==> config.mk <==
export PLATFORM = sky130hd
export DESIGN_NAME = wb_echo
export DESIGN_NICKNAME = d
export VERILOG_FILES = /design/src/rtl/wb_echo.sv
export SDC_FILE = /design/constraint.sdc
export NUM_CORES = 1
export LEC_CHECK = 0
export ABC_AREA = 1
export BUFFER_PORTS_ARGS = -buffer_cell sky130_fd_sc_hd__buf_2
export CAP_MARGIN = 25
export CORE_MARGIN = 2
export CORE_UTILIZATION = 62
export CTS_CLUSTER_DIAMETER = 30
export DETAILED_ROUTE_END_ITERATION = 12
export GPL_TIMING_DRIVEN = 0
export PLACE_DENSITY = 0.91
export SYNTH_ARGS = -nofsm -noshare
export SYNTH_HDL_FRONTEND = slang
export SYNTH_SLANG_ARGS = --single-unit
==> constraint.sdc <==
create_clock -name clk -period 3.05 [get_ports clk]
set_clock_uncertainty 0.2 [all_clocks]
set_input_delay 0.915 -clock clk [delete_from_list [all_inputs] [get_ports clk]]
set_output_delay 0.915 -clock clk [all_outputs]
set_load 0.005 [all_outputs]
==> src/rtl/wb_echo.sv <==
// wb_echo: Wishbone echo-pulse width timer with timeout and level IRQ; `WB_ECHO_GLITCH_FILTER_EN adds a 4-sample stability filter
module wb_echo #(
    parameter int          cnt_width       = 24,
    parameter logic [31:0] timeout_default = 32'd3000000
) (
    input  logic        clk,
    input  logic        reset,
    input  logic [31:0] wb_adr_i,
    input  logic [31:0] wb_dat_i,
    output logic [31:0] wb_dat_o,
    input  logic        wb_stb_i,
    input  logic        wb_cyc_i,
    input  logic        wb_we_i,
    input  logic [3:0]  wb_sel_i,
    output logic        wb_ack_o,
    input  logic        echo_i,
    output logic        intr
);
    typedef enum logic [1:0] {IDLE, WAIT_LOW, WAIT_RISE, MEASURE} state_t;
    localparam logic [cnt_width-1:0] cnt_max = '1;
    localparam logic [cnt_width-1:0] cnt_one = {{(cnt_width-1){1'b0}}, 1'b1};
    state_t state, state_nx;
    logic [cnt_width-1:0] width_cnt, tmo_cnt, width, timeout;
    logic irq_en, arm, done, tmo, ovf;
    logic s1, s2, lvl, prev, rise, fall, tmo_hit;
    logic acc, wr, busy;
    logic [1:0] adr;
    logic [2:0] w1c;
    logic [31:0] rdata;
    logic start, inc, run, set_done, set_tmo;
    logic unused;
    assign unused = ^{wb_adr_i, wb_dat_i, wb_sel_i};
    assign adr = wb_adr_i[3:2];
    assign acc = wb_stb_i & wb_cyc_i & ~wb_ack_o;
    assign wr = acc & wb_we_i & wb_sel_i[0];
    assign w1c = (wr && adr == 2'd1) ? wb_dat_i[3:1] : 3'b0;
    assign busy = state != IDLE;
    assign rise = lvl & ~prev;
    assign fall = ~lvl & prev;
    assign tmo_hit = timeout != '0 && tmo_cnt == timeout;
    assign rdata = adr == 2'd0 ? {30'b0, irq_en, 1'b0} :
                   adr == 2'd1 ? {28'b0, ovf, tmo, done, busy} :
                   adr == 2'd2 ? 32'(width) : 32'(timeout);
    always_ff @(posedge clk or negedge reset) begin
        if (!reset) begin
            s1   <= 1'b0;
            s2   <= 1'b0;
            prev <= 1'b0;
        end else begin
            s1   <= echo_i;
            s2   <= s1;
            prev <= lvl;
        end
    end
`ifdef WB_ECHO_GLITCH_FILTER_EN
    logic filt;
    logic [1:0] stab;
    // level flips only after four consecutive samples disagree with it
    always_ff @(posedge clk or negedge reset) begin
        if (!reset) begin
            filt <= 1'b0;
            stab <= 2'd0;
        end else if (s2 == filt) begin
            stab <= 2'd0;
        end else if (stab == 2'd3) begin
            filt <= s2;
            stab <= 2'd0;
        end else begin
            stab <= stab + 2'd1;
        end
    end
    assign lvl = filt;
`else
    assign lvl = s2;
`endif
    always_ff @(posedge clk or negedge reset) begin
        if (!reset) state <= IDLE;
        else state <= state_nx;
    end
    // a falling edge beats a simultaneous timeout; ARM restarts from any state
    always_comb begin
        state_nx = arm ? WAIT_LOW :
                   (state == MEASURE && fall) ? IDLE :
                   (state != IDLE && tmo_hit) ? IDLE :
                   (state == WAIT_LOW && !lvl) ? WAIT_RISE :
                   (state == WAIT_RISE && rise) ? MEASURE : state;
    end
    always_comb begin
        run      = !arm && busy;
        set_done = run && state == MEASURE && fall;
        set_tmo  = run && tmo_hit && !set_done;
        start    = run && state == WAIT_RISE && rise && !tmo_hit;
        inc      = run && state == MEASURE && lvl && !tmo_hit;
    end
    // status sets take priority over a same-cycle write-1-to-clear
    always_ff @(posedge clk or negedge reset) begin
        if (!reset) begin
            width_cnt <= '0;
            tmo_cnt   <= '0;
            width     <= '0;
            done      <= 1'b0;
            tmo       <= 1'b0;
            ovf       <= 1'b0;
        end else begin
            tmo_cnt   <= arm ? '0 : run ? tmo_cnt + cnt_one : tmo_cnt;
            width_cnt <= arm ? '0 : start ? cnt_one :
                         (inc && width_cnt != cnt_max) ? width_cnt + cnt_one : width_cnt;
            ovf       <= arm ? 1'b0 : (inc && width_cnt == cnt_max) ? 1'b1 : ovf & ~w1c[2];
            width     <= set_done ? width_cnt : width;
            done      <= set_done | (done & ~w1c[0]);
            tmo       <= set_tmo | (tmo & ~w1c[1]);
        end
    end
    always_ff @(posedge clk or negedge reset) begin
        if (!reset) begin
            wb_ack_o <= 1'b0;
            wb_dat_o <= '0;
            intr     <= 1'b0;
            arm      <= 1'b0;
            irq_en   <= 1'b0;
            timeout  <= timeout_default[cnt_width-1:0];
        end else begin
            wb_ack_o <= acc;
            wb_dat_o <= acc ? rdata : '0;
            arm      <= wr && adr == 2'd0 && wb_dat_i[0];
            irq_en   <= (wr && adr == 2'd0) ? wb_dat_i[1] : irq_en;
            timeout  <= (wr && adr == 2'd3) ? wb_dat_i[cnt_width-1:0] : timeout;
            intr     <= irq_en & (done | tmo);
        end
    end
endmodule

==> flow_results.xml <==
<?xml version="1.0" encoding="UTF-8"?>
<metrics>
  <group name="power">
    <metric name="p_comb_share" unit="%">19.2</metric>
    <metric name="net-switching-power" unit="mW">1.69</metric>
    <metric name="power.leakage" unit="nW">3.92</metric>
    <metric name="power.switching_fraction" unit="%">31.7</metric>
    <metric name="p_int" unit="mW">3.63</metric>
    <metric name="ir_drop" unit="mV">0.659</metric>
    <metric name="power_frac_clock" unit="%">39.1</metric>
    <metric name="power.sequential.fraction" unit="%">41.7</metric>
    <metric name="power.density" unit="nW/µm²">666</metric>
  </group>
  <group name="setup_path">
    <metric name="critPathSlowestCell" unit="">sky130_fd_sc_hd__xnor2_1</metric>
    <metric name="kind_of_start_point_of_the_critical_path" unit="">flop</metric>
    <metric name="critical_path_class" unit="">flop to flop</metric>
    <metric name="slowest_delay" unit="ns">0.54</metric>
    <metric name="cp_max_fo" unit="">10</metric>
    <metric name="endpoint_kind" unit="">flop</metric>
    <metric name="worst-endpoint-required" unit="ns">3.32</metric>
    <metric name="worst-endpoint-arrival" unit="ns">3.00</metric>
    <metric name="regToRegStartpoint" unit="">tmo_cnt[15]</metric>
    <metric name="reg2reg_setup_slack" unit="ns">0.32</metric>
    <metric name="ff2ff_path_depth" unit="">10</metric>
    <metric name="crit_path_start" unit="">tmo_cnt[15]</metric>
    <metric name="r2r-end" unit="">width_cnt[3]</metric>
    <metric name="crit_path_end" unit="">width_cnt[3]</metric>
    <metric name="cp_cell_sequence" unit="">xnor2_1, nand2_1, nor2_1, nand2_1, nor2_1, nand2_2, a21oi_2, buf_4, nand3_1, nand2_1</metric>
    <metric name="crit_top_cell" unit="">sky130_fd_sc_hd__nand2_1</metric>
  </group>
  <group name="placed_design">
    <metric name="numPlacedInstances" unit="">1067</metric>
    <metric name="detailedPlace.worstSlack" unit="ns">0.174</metric>
    <metric name="place.detailed.hpwl" unit="µm">13200</metric>
    <metric name="gp_congestion" unit="">0.946</metric>
    <metric name="port_buffers" unit="">58</metric>
  </group>
  <group name="cells_and_area">
    <metric name="layout.filler_cells" unit="">740</metric>
    <metric name="most-common-layout-cells" unit="">252 x sky130_fd_sc_hd__nand2_1, 122 x sky130_fd_sc_hd__dfrtp_1, 97 x sky130_fd_sc_hd__nor2_1</metric>
    <metric name="flow.area_growth_from_synthesis" unit="%">16.4</metric>
    <metric name="final_nets" unit="">1022</metric>
    <metric name="ratio_of_cells_with_drive_above_1_in_the_final_layout" unit="%">16.5</metric>
    <metric name="insertedDiodeCount" unit="">0</metric>
    <metric name="final_common_cell" unit="">sky130_fd_sc_hd__nand2_1</metric>
    <metric name="instances_no_fill" unit="">1099</metric>
  </group>
  <group name="cts">
    <metric name="post_cts_buffers" unit="">0</metric>
    <metric name="h-tree-depth" unit="">4</metric>
    <metric name="clkSlewWorstSetupHoldPaths" unit="ns">0.06</metric>
    <metric name="cts_max_path_buffers" unit="">2</metric>
    <metric name="clockRootBuffer" unit="">sky130_fd_sc_hd__clkbuf_8</metric>
    <metric name="cts_tree" unit="">yes</metric>
    <metric name="clock_insertion_delay_worst_skew" unit="ns">0.54</metric>
    <metric name="cts-buffers-inserted" unit="">17</metric>
    <metric name="numClockSinks" unit="">132</metric>
    <metric name="ctsHoldBuffers" unit="">0</metric>
    <metric name="post_cts_resize_count" unit="">0</metric>
  </group>
  <group name="global_route">
    <metric name="grt_max_degree" unit="">98</metric>
    <metric name="gr-usage-all-layers" unit="%">34.8</metric>
    <metric name="grt_first_pass_wirelength" unit="µm">30900</metric>
    <metric name="grt.overflow.total" unit="">0</metric>
    <metric name="grt_antenna_before_repair" unit="">0</metric>
    <metric name="first_global_vias" unit="">6051</metric>
  </group>
  <group name="yosys">
    <metric name="synth.cell_area" unit="µm²">6870</metric>
    <metric name="ys_seq_elements" unit="">132</metric>
    <metric name="synth-warning-count" unit="">0</metric>
    <metric name="post_synth.cell_area_avg" unit="µm²">7.98</metric>
    <metric name="ys_seq_area_share" unit="%">48.2</metric>
    <metric name="synthCells" unit="">861</metric>
    <metric name="yosys.cell_types.count" unit="">42</metric>
  </group>
  <group name="min_path">
    <metric name="holdCritPathClass" unit="">input pin to asynchronous set/reset pin</metric>
  </group>
  <group name="floorplanning">
    <metric name="coreArea" unit="µm²">10800</metric>
    <metric name="num_io_pins" unit="">108</metric>
    <metric name="design.die.area" unit="µm²">11900</metric>
    <metric name="die_h" unit="µm">109</metric>
    <metric name="die_w" unit="µm">109</metric>
    <metric name="placementRows" unit="">38</metric>
    <metric name="floorplan.initialDensity" unit="%">63.4</metric>
  </group>
  <group name="drt">
    <metric name="wire_length_per_cell_after_detailed_routing" unit="µm">17.5</metric>
    <metric name="detail-route-antenna-nets" unit="">0</metric>
    <metric name="routed_wirelength" unit="µm">19200</metric>
    <metric name="via_per_inst" unit="">5.76</metric>
    <metric name="via_count" unit="">6331</metric>
    <metric name="detail_route.iter0.violations" unit="">700</metric>
    <metric name="post-route-drc-count" unit="">0</metric>
    <metric name="dr.pass1.iters" unit="">7</metric>
  </group>
  <group name="sta">
    <metric name="worst_pin_slew" unit="ns">0.735</metric>
    <metric name="slew_headroom" unit="%">51.0</metric>
    <metric name="finalSetupViolations" unit="">0</metric>
    <metric name="grt_setup_unrepaired" unit="">no</metric>
    <metric name="final_min_period_over_clock_period" unit="%">89.4</metric>
    <metric name="finalWorstSetupSlack" unit="ns">0.323</metric>
    <metric name="clock.fmax" unit="MHz">367</metric>
    <metric name="timing.final.crit_period" unit="ns">2.73</metric>
    <metric name="finalHoldViolations" unit="">0</metric>
    <metric name="finalMaxSlewViolations" unit="">0</metric>
  </group>
  <group name="status">
    <metric name="status" unit="">complete, no violations</metric>
  </group>
  <group name="run">
    <metric name="cap_violations" unit="">0</metric>
  </group>
</metrics>
==> stage by stage <==
stage	utilization, %	hold slack (ns)	power [mW]	TNS (ns)	area (µm²)
floorplan	-	0.131	2.85	0	6900
global placement	67.9	0.133	3.14	-94.19	7370
detailed placement	68.3	0.140	3.19	0	7400
CTS	73.8	0.0715	5.28	0	8000
global route	73.8	0.0823	5.55	0	8000
finish	73.8	0.0559	5.32	0	8000
==> critical path: cells and delay by family (launching register included) <==
kind | cells | cell delay, ns
DFF | 1 | 0.47
and+or+nand+nor | 7 | 0.86
buffers and inverters | 1 | 0.24
xor gates and xnor gates | 1 | 0.54
AOI/OAI and AO/OA | 1 | 0.34
==> cell families (layout without fill, tap and decap cells) <==
logic type                 count (synthesis)  after routing  synth area share [%]
and+or+nand+nor                          452            452                  28.3
DFF                                      132            132                  48.2
buffers and inverters                    119            210                  7.61
AOI/OAI and AO/OA                        100            100                  7.77
xor gates and xnor gates                  36             36                  4.59
muxes                                     19             19                  3.11
adders and majority gates                  2              2                 0.364
other                                      1              8                0.0546
==> layer usage <==
metal | part of all wire, % | global-route usage (%) | up-vias | wire [µm]
li1 | - | - | 2901 | -
met1 | 39 | 43.1 | 2970 | 7500
met2 | 48 | 55.4 | 383 | 9160
met3 | 8.8 | 10.1 | 77 | 1690
met4 | 4.5 | 18.5 | 0 | 873
met5 | 0 | 0 | - | 0
==> worst min path at each step <==
stage	endpoint	cells past startpoint	start
CTS	timeout[8]	1	reset
global placement	lvl	0	s1
floorplan	lvl	0	s1
global route	timeout[8]	1	reset
finish	timeout[8]	1	reset
detailed placement	lvl	0	s1
==> area by class of cell <==
type                    count  area, µm²  area share, %
well taps                 140        175           2.19
plain buffers              37        215           2.69
multi-input cells         617       3060           38.3
inverters                  82        308           3.85
clock buffers              21        449           5.62
clock inverters            11        150           1.88
repair buffers             59        324           4.05
flip-flops and latches    132       3320           41.5
==> cell usage after synthesis (all sizes together) <==
cell / n / area (µm²)
o21a: 2 / 15.0
nor4: 1 / 6.26
or3: 1 / 6.26
mux2: 19 / 214
a2bb2oi: 1 / 8.76
xnor2: 20 / 175
inv: 82 / 308
o21ai: 48 / 240
a211oi: 2 / 15.0
buf: 21 / 151
conb: 1 / 3.75
nor2: 100 / 388
or2: 1 / 6.26
dfrtp: 122 / 3050
xor2: 16 / 140
a31oi: 1 / 6.26
clkbuf: 16 / 63.8
nand2: 257 / 977
a22o: 1 / 8.76
ha: 2 / 25.0
nand3: 55 / 310
nor3b: 3 / 27.5
nor3: 27 / 178
a21oi: 42 / 214
a221oi: 3 / 26.3
dfstp: 10 / 263
nand4: 7 / 43.8
==> power groups by stage <==
stage	combinational, mW	sequential [mW]	clock [mW]
2_1_floorplan	0.708	2.14	0
4_1_cts	1.00	2.20	2.08
5_1_grt	1.14	2.24	2.17
6_report	1.02	2.22	2.08
3_5_place_dp	0.966	2.22	0
3_3_place_gp	0.923	2.22	0
==> sequential cells by signal, indices dropped and copies added, names as in the netlist <==
name	flops
timeout	24
tmo_cnt	24
wb_dat_o	24
width	24
width_cnt	24
state	2
arm	1
done	1
intr	1
irq_en	1
lvl	1
ovf	1
prev	1
s1	1
tmo	1
wb_ack_o	1
(Power assumes the default switching activity.)
